[config.mk]
export PLATFORM = sky130hd
export DESIGN_NAME = event_encode42
export DESIGN_NICKNAME = d
export VERILOG_FILES = /design/src/rtl/event_encode42_pkg.sv /design/src/rtl/event_encode42_prio_pick4.sv /design/src/rtl/event_encode42.sv
export SDC_FILE = /design/constraint.sdc
export NUM_CORES = 1
export LEC_CHECK = 0
export BUFFER_PORTS_ARGS = -buffer_cell sky130_fd_sc_hd__buf_2
export CAP_MARGIN = 20
export CORE_AREA = 5 5 42 44
export DETAILED_ROUTE_END_ITERATION = 16
export DIE_AREA = 0 0 47 49
export GPL_ROUTABILITY_DRIVEN = 0
export HOLD_SLACK_MARGIN = 0.03
export SLEW_MARGIN = 20
export SYNTH_ARGS = -nofsm -noshare
export SYNTH_HDL_FRONTEND = slang
export SYNTH_SLANG_ARGS = --single-unit
[constraint.sdc]
create_clock -name clk -period 2.5 [get_ports clk]
set_input_delay 0.5 -clock clk [delete_from_list [all_inputs] [get_ports clk]]
set_output_delay 0.5 -clock clk [all_outputs]
set_load 0.005 [all_outputs]
[src/rtl/event_encode42_pkg.sv]
// ---------------------------------------------------------------------------
// event_encode42_pkg
// Shared definitions for the registered 4-to-2 event encoder.
//   NREQ    : number of event request lines
//   CODE_W  : width of the encoded index
//   state_t : output FSM state (IDLE / PRESENT)
//   one_hot : turns an index back into a one-hot mask of NREQ bits
// ---------------------------------------------------------------------------
package event_encode42_pkg;

    localparam int NREQ   = 4;
    localparam int CODE_W = 2;

    typedef enum logic {
        IDLE    = 1'b0,
        PRESENT = 1'b1
    } state_t;

    function automatic logic [NREQ-1:0] one_hot(input logic [CODE_W-1:0] idx);
        logic [NREQ-1:0] mask;
        mask      = '0;
        mask[idx] = 1'b1;
        return mask;
    endfunction

endpackage

[src/rtl/event_encode42_prio_pick4.sv]
// ---------------------------------------------------------------------------
// prio_pick4
// Combinational 4-way priority picker.
//   vec     in  4  candidate bits
//   base    in  2  last served index (used only when rotate=1)
//   rotate  in  1  0 = lowest set bit wins, 1 = search starts at base+1
//   idx     out 2  index of the winning bit (00 when nothing is set)
//   any_set out 1  at least one bit of vec is set
// ---------------------------------------------------------------------------
module prio_pick4
    import event_encode42_pkg::*;
(
    input  logic [NREQ-1:0]   vec,
    input  logic [CODE_W-1:0] base,
    input  logic              rotate,
    output logic [CODE_W-1:0] idx,
    output logic              any_set
);

    logic [CODE_W-1:0] cand;

    // Scan order is 0,1,2,3 in fixed mode, or base+1 .. base+4 (mod 4) in
    // rotating mode, so the last served index is considered last.
    always_comb begin
        idx     = '0;
        any_set = 1'b0;
        cand    = '0;
        for (int i = 0; i < NREQ; i++) begin
            cand = rotate ? CODE_W'(base + CODE_W'(i + 1)) : CODE_W'(i);
            if (!any_set && vec[cand]) begin
                idx     = cand;
                any_set = 1'b1;
            end
        end
    end

endmodule

[src/rtl/event_encode42.sv]
// ---------------------------------------------------------------------------
// event_encode42
// Registered 4-to-2 event encoder. Single-cycle pulses on req are collected
// in a pending register and handed out one index per valid/ready transfer.
//   RR       param    0 = fixed priority (bit 0 highest), 1 = round-robin
//   clk      in  1    rising-edge clock
//   rst      in  1    asynchronous active-high reset
//   req      in  4    event pulses, OR-ed into pending every cycle
//   code     out 2    index of the presented event (00 while valid=0)
//   valid    out 1    code is presented
//   ready    in  1    consumer takes code when valid & ready
//   pending  out 4    current pending register
//   err      out 1    sticky: event hit an already pending, unserved bit
//   err_clr  in  1    clears err (a simultaneous new error wins)
// ---------------------------------------------------------------------------
module event_encode42
    import event_encode42_pkg::*;
#(
    parameter bit RR = 1'b0
)
(
    input  logic              clk,
    input  logic              rst,
    input  logic [NREQ-1:0]   req,
    output logic [CODE_W-1:0] code,
    output logic              valid,
    input  logic              ready,
    output logic [NREQ-1:0]   pending,
    output logic              err,
    input  logic              err_clr
);

    state_t            state_q, state_d;
    logic [CODE_W-1:0] code_q, code_d;
    logic [CODE_W-1:0] last_q, last_d;
    logic [NREQ-1:0]   pend_q;
    logic              err_q;

    logic              handshake;
    logic [NREQ-1:0]   served;
    logic [NREQ-1:0]   remaining;
    logic [CODE_W-1:0] pick_base;
    logic [CODE_W-1:0] pick_idx;
    logic              pick_any;
    logic              err_set;

    assign handshake = (state_q == PRESENT) && ready;
    assign served    = handshake ? one_hot(code_q) : '0;
    assign remaining = pend_q & ~served;

    // While presenting, the next pick must already see the updated round-robin
    // pointer, which equals the code being handed over this cycle. From IDLE
    // nothing is served, so remaining equals the pending register.
    assign pick_base = (state_q == PRESENT) ? code_q : last_q;

    prio_pick4 u_pick (
        .vec     (remaining),
        .base    (pick_base),
        .rotate  (RR),
        .idx     (pick_idx),
        .any_set (pick_any)
    );

    // A request on the bit being served is a fresh event, so served bits are
    // excluded from the collision check.
    assign err_set = |(req & pend_q & ~served);

    // Pending register: served bit drops, new pulses are OR-ed in.
    always_ff @(posedge clk or posedge rst) begin
        if (rst) begin
            pend_q <= '0;
        end else begin
            pend_q <= remaining | req;
        end
    end

    // Sticky error flag; setting has priority over clearing.
    always_ff @(posedge clk or posedge rst) begin
        if (rst) begin
            err_q <= 1'b0;
        end else if (err_set) begin
            err_q <= 1'b1;
        end else if (err_clr) begin
            err_q <= 1'b0;
        end
    end

    // FSM state, presented code and round-robin pointer. last resets to 11 so
    // the first round-robin search starts at index 0.
    always_ff @(posedge clk or posedge rst) begin
        if (rst) begin
            state_q <= IDLE;
            code_q  <= '0;
            last_q  <= '1;
        end else begin
            state_q <= state_d;
            code_q  <= code_d;
            last_q  <= last_d;
        end
    end

    // Next-state logic. A presented code is never preempted; a new pick only
    // happens on leaving IDLE or on a completed handshake, which gives
    // back-to-back transfers without a bubble while ready stays high.
    always_comb begin
        state_d = state_q;
        code_d  = code_q;
        last_d  = last_q;
        case (state_q)
            IDLE: begin
                if (pick_any) begin
                    state_d = PRESENT;
                    code_d  = pick_idx;
                end
            end
            PRESENT: begin
                if (ready) begin
                    last_d = code_q;
                    if (pick_any) begin
                        code_d = pick_idx;
                    end else begin
                        state_d = IDLE;
                        code_d  = '0;
                    end
                end
            end
            default: begin
                state_d = IDLE;
                code_d  = '0;
            end
        endcase
    end

    assign valid   = (state_q == PRESENT);
    assign code    = valid ? code_q : '0;
    assign pending = pend_q;
    assign err     = err_q;

endmodule

==> results.md, run 1 <==
* Internal power at 0.295 mW
* Clock tree sinks at 8
* Met2 usage at 14.3%
* Largest cells by area after synthesis: dfrtp_1, a21oi_1, nand2b_1
* Post-synth top cells: a21oi_1, dfrtp_1, inv_1, nand2b_1, nor2_1
* Slew Viols, Final at 0
* Async SR Flop Fraction at 100%
* I/O pin cnt at 16
* Setup Skew at 3.62 ps
* Post-Syn Instances at 50
* Die outline area at 0.00230 mm²
* YS warnings at 0
* Slew margin rel. at 79.0%
* Clk_lat worst skew at 250 ps
* Slowest-stage cell, CP: dfrtp_1
* WL/cell at 12.4 µm
* Worst Path Buf+Inv at 1
* Dominant delay contributor by cell family on the critical path: flip-flops
* Sw power at 0.161 mW
* GR Util All Layers at 10.9%
* Total wire length at 1.03 mm
* Antenna-violating nets left at 0
* Hold Vio Cnt, Final at 0
* Status: finished clean
* Clk root buf: clkbuf_4
* GR peak layer: met1
* Worst hold path type: in -> async
* Initial antenna violation count at 0
* Yosys cell types at 26
* Share of layout cells above drive strength 1 at 37.3%
* FF+latch count, synth at 8
* CP Max Fanout at 9
* DP Area at 562 µm²
* Avg Cell Area, Syn at 9.56 µm²
* Data required, critical path at 2000 ps
* GR Util met1 at 14.4%
* Crit Path Class: reg -> out
* EDFF count, synth at 0
* TNS Setup at 0 ps
* I/O Buffers at 15
* Critical Path Sink Type: output pin
* CTS Buf Count at 3
* Leak Pwr at 0.253 nW
* Worst Path Arrival at 1090 ps
* Dominant synthesized flop cell: dfrtp_1
* Final number of setup-violating endpoints at 0
* Tmin final at 1590 ps
* Final worst-path cycle share at 63.4%
* Largest net degree at the start of global routing at 10
* Antenna diodes at 0
* Vias per cell at 5.11
* Power per cell area at 781 mW/mm²
* Starting density of the core at 34.1%
* Vias at 424
* H-tree depth at 1
* Core area at 0.00140 mm²
* Sequential Power Share at 45.0%
* Post-CTS sizing at 0
* Final Net Count at 77
* DRT iter0 DRCs at 1
* Area Growth Syn to Fin at 22.3%
* Syn_nets at 58
* Drt pass-1 iters at 4
* Sw frac at 35.2%
* Clk network pwr share at 20.9%
* Worst Tran Pin Value at 315 ps
* Die W at 47 µm
* Vias in the first global route at 437
* Crit start category: flip-flop
* Residual DRC at 0
* Combinational cell fraction of total power at 34.1%
* Met3 Usage GRT at 2.95%
* Max clock buf depth at 2
* Num rows at 14
* Setup Buffers After CTS at 0
* Clock-pin slew on the worst setup and hold paths at 50 ps
* Share of the synthesized area in the top cell type at 41.9%
* Worst VDD drop at 391 µV
* Critical Path, Cell by Cell: and2_2 -> buf_2
* First-pass GRT wire length at 1.79 mm
* Hold-fix buffers, CTS at 0
* Post-layout total power at 0.456 mW
* Final Cell Area at 584 µm²
* FMAX at 631 MHz
* GR Overflow Total at 0
* Die Ht at 49 µm
* Cell taking the most area after synthesis: dfrtp_1
* CTS tree: built
* Sequential share of the synthesized area at 41.9%
* RSZ-0062 raised after global routing: false
* Max_cap viols at 0
* Synthesized area at 478 µm²
* Worst path max stage delay at 480 ps
* Dpl hpwl at 826 µm
logic make-up after synthesis:
kind of cell | Yosys count | synth area share (%)
mux | 3 | 7.59
simple gates | 18 | 22.5
compound gates | 17 | 23.3
flops | 8 | 41.9
buf+inv | 4 | 4.71
final timing paths:
kind | cells after the start | endpoint | slack (ps) | startpoint
max in group asynchronous | 2 | valid$_DFF_PP0_ | 2070 | rst
hold reg to reg | 1 | code_q[1]$_DFFE_PP0P_ | 560 | code_q[1]$_DFFE_PP0P_
min in group clk | 2 | pending[0]$_DFF_PP0_ | 440 | req[0]
setup reg to reg | 3 | valid$_DFF_PP0_ | 1020 | code_q[0]$_DFFE_PP0P_
setup / recovery | 2 | code[0] | 910 | code_q[0]$_DFFE_PP0P_
hold / removal | 2 | pending[2]$_DFF_PP0_ | 190 | rst
power groups by stage:
stage / clock, mW / combinational (mW) / sequential, mW
finish: 0.0953 / 0.156 / 0.205
floorplan: 0 / 0.139 / 0.183
CTS: 0.101 / 0.159 / 0.205
detailed placement: 0 / 0.158 / 0.207
global placement: 0 / 0.156 / 0.205
global route: 0.104 / 0.178 / 0.214
per-stage QoR:
stage               hold slack (ps)  setup WS, ps  utilization, %  instances
global route                    208           868            41.7         83
CTS                             188           905            41.7         83
floorplan                       316          1150               -         50
finish                          191           914            41.7         83
detailed placement              461           977            40.1         80
global placement                462          1010            40.1         80
cells in the final DEF, fill, tap and decap left out:
cell type | synthesis | final
mux2_2 | 1 | 1
nand2_1 | 2 | 2
and2_2 | 2 | 2
and2b_2 | 1 | 1
clkbuf_4 | 0 | 3
nor2b_1 | 1 | 1
or2_2 | 1 | 1
o22ai_1 | 1 | 1
a21oi_1 | 8 | 8
inv_1 | 3 | 3
o211ai_1 | 2 | 2
and2_1 | 1 | 1
nand2b_1 | 3 | 3
and3b_1 | 1 | 1
o21ai_0 | 1 | 1
o22ai_2 | 1 | 1
a21o_1 | 2 | 2
mux2_4 | 1 | 1
buf_2 | 0 | 15
nor3_1 | 1 | 1
mux2i_1 | 1 | 1
nand3_1 | 1 | 1
or3b_1 | 1 | 1
a221oi_1 | 1 | 1
a32oi_1 | 1 | 1
nor2_1 | 3 | 3
dfrtp_1 | 8 | 8
flip-flops by register name, indices dropped and copies added, names as in the netlist:
name and count:
pending 4, err 1, valid 1, code_q 2
area by class of cell:
| class | count | area (µm²) |
|---|---|---|
| Fill cell | 148 | 817 |
| Multi-Input combinational cell | 38 | 255 |
| Sequential cell | 8 | 200 |
| Timing Repair Buffer | 15 | 75.1 |
| Clock buffer | 3 | 22.5 |
| Tap cell | 16 | 20.0 |
| Inverter | 3 | 11.3 |
metal layers:
layer | up-vias | wire [µm]
met5 | - | 0
met4 | 0 | 13
met3 | 2 | 77
met2 | 13 | 450
met1 | 197 | 488
li1 | 212 | -
Power figures use the tool's default switching activity.
==> inputs of run 2 (changes only) <==
--- a/config.mk
+++ b/config.mk
@@ -5,6 +5,7 @@
 export SDC_FILE = /design/constraint.sdc
 export NUM_CORES = 1
 export LEC_CHECK = 0
+export ABC_AREA = 1
 export BUFFER_PORTS_ARGS = -buffer_cell sky130_fd_sc_hd__buf_2
 export CAP_MARGIN = 20
 export CORE_AREA = 5 5 42 44
==> constraint.sdc (replaced) <==
create_clock -name clk -period 1.4 [get_ports clk]
set_input_delay 0.28 -clock clk [delete_from_list [all_inputs] [get_ports clk]]
set_output_delay 0.28 -clock clk [all_outputs]
set_load 0.005 [all_outputs]
==> run 2 against run 1 <==
Utilization rose by 0.89 points. Non-clock buffer count rose by 2. Setup slack got worse by 770 ps. Area after synthesis fell by 4.2%. Critical path depth rose by 2. Highest routed layer unchanged.
==> results.md, run 2 <==
* Syn_nets at 71
* Total wire length at 925 µm
* Initial antenna violation count at 0
* Worst hold path type: in -> reg
* Hold Vio Cnt, Final at 0
* Crit start category: flip-flop
* Antenna diodes at 0
* CP Max Fanout at 4
* Die W at 47 µm
* Crit Path Class: reg -> out
* Vias per cell at 4.23
* TNS Setup at 0 ps
* H-tree depth at 1
* Clock-pin slew on the worst setup and hold paths at 60 ps
* Antenna-violating nets left at 0
* Clk root buf: clkbuf_4
* Residual DRC at 0
* Final worst-path cycle share at 90.1%
* Largest cells by area after synthesis: dfrtp_1, nand2_1, inv_1
* Largest net degree at the start of global routing at 9
* GR Overflow Total at 0
* Num rows at 14
* Setup Skew at 5.94 ps
* FMAX at 793 MHz
* Synthesized area at 458 µm²
* Worst Path Arrival at 980 ps
* Post-synth top cells: nand2_1, inv_1, dfrtp_1, nor2_1
* Die Ht at 49 µm
* Area Growth Syn to Fin at 30.3%
* Worst VDD drop at 593 µV
* FF+latch count, synth at 8
* CTS Buf Count at 3
* Vias at 419
* Async SR Flop Fraction at 100%
* Slew Viols, Final at 0
* Power per cell area at 1190 mW/mm²
* Hold WS at 219 ps
* Max_cap viols at 0
* I/O Buffers at 15
* I/O pin cnt at 16
* Most frequent cells in the layout: nand2_1, buf_2, inv_1
* Tmin final at 1260 ps
* Dpl hpwl at 753 µm
* Vias in the first global route at 397
* Leak Pwr at 0.320 nW
* Post-Syn Instances at 63
* Max clock buf depth at 2
* Avg Cell Area, Syn at 7.27 µm²
* GR Util All Layers at 9.64%
* Clk_lat worst skew at 260 ps
* Dominant synthesized flop cell: dfrtp_1
* EDFF count, synth at 0
* Commonest non-fill, non-tap cell in the layout: nand2_1
* Share of layout cells above drive strength 1 at 38.6%
* WL/cell at 9.34 µm
* Sequential share of the synthesized area at 43.7%
* Cell with the most instances after synthesis: nand2_1
* Drt pass-1 iters at 2
* Critical Path Sink Type: output pin
* Starting density of the core at 32.7%
* Yosys cell types at 17
* CTS tree: built
* Clock tree sinks at 8
* Share of the synthesized area in the top cell type at 43.7%
* Slew margin rel. at 79.3%
* DRT iter0 DRCs at 3
* Final number of setup-violating endpoints at 0
* Worst Tran Pin Value at 310 ps
* YS warnings at 0
* Data required, critical path at 1120 ps
* RSZ-0062 raised after global routing: false
* Core area at 0.00140 mm²
* Max reg flops at 4
* Final Net Count at 93
* Cell taking the most area after synthesis: dfrtp_1
* Status: finished clean
* Die outline area at 0.00230 mm²
* First-pass GRT wire length at 1.59 mm
run 2: changes by cell type after synthesis, moves of 2 or more:
cell      previous run  this run
nand2_2              0         4
nor2_2               0         2
nand3_1              1         4
a21o_1               2         0
and2_2               2         0
inv_1                3        10
nand2_1              2        16
a21oi_1              8         1
or2_2                1         4
nand2b_1             3         0
nor2_1               3         6
run 2: worst max-delay path, cell delays in order, from the launching register on:
cell and delay [ps]:
dfrtp_1 380, buf_4 150, nand2_1 60, inv_1 30, buf_2 110
run 2: cells by family after synthesis:
kind of cell	share of synthesized area, %
AND/OR/NAND/NOR	39.9
buffers and inverters	9.84
flip-flops	43.7
AO/OA/AOI/OAI	6.56
run 2: final timing paths:
kind | from | to | slack (ps) | depth (start not counted)
worst min-delay path | req[1] | pending[1]$_DFF_PP0_ | 220 | 3
worst max-delay path | valid$_DFF_PP0_ | code[1] | 140 | 4
worst max register to register | code_q[0]$_DFFE_PP0P_ | code_q[0]$_DFFE_PP0P_ | 170 | 8
min in group asynchronous | rst | pending[1]$_DFF_PP0_ | 510 | 3
max in group asynchronous | rst | code_q[0]$_DFFE_PP0P_ | 650 | 3
worst min register to register | err$_DFFE_PP0P_ | err$_DFFE_PP0P_ | 500 | 2
run 2: final cells by class:
type	count	area, µm²
clock buffer	3	22.5
multi-input combinational	43	216
fill	145	805
timing repair buffer	17	92.6
tap	16	20.0
inverter	12	45.0
sequential	8	200
run 2: timing repair:
action,in CTS,in global routing
setup buffers,0,1
endpoints found under the setup margin,0,1
gates resized for setup,0,1
hold buffers,1,0
hold endpoints to repair,8,0
run 2: routing by layer:
layer / up-vias / share of wire [%] / track usage [%]
li1: 233 / - / -
met1: 175 / 42 / 11.2
met2: 8 / 52 / 14.7
met3: 3 / 4.1 / 2.21
met4: 0 / 1.8 / 6.91
met5: - / 0 / 0
run 2: stage by stage:
stage	setup slack (ps)	utilization (%)	cells	power, mW	cell area [µm²]
2_1_floorplan	233	-	63	0.464	458
3_3_place_gp	127	39.5	94	0.538	553
3_5_place_dp	120	39.5	94	0.539	553
4_1_cts	109	41.8	98	0.724	586
5_1_grt	20.1	42.6	99	0.782	597
6_report	139	42.6	99	0.712	597
run 2: power by group:
part / switching, mW / leakage [nW] / internal [mW] / total (mW)
Sequential: 0.0402 / 0.0816 / 0.266 / 0.306
Combinational: 0.128 / 0.225 / 0.101 / 0.228
Clock: 0.0788 / 0.0138 / 0.0981 / 0.177
Total: 0.247 / 0.320 / 0.465 / 0.712
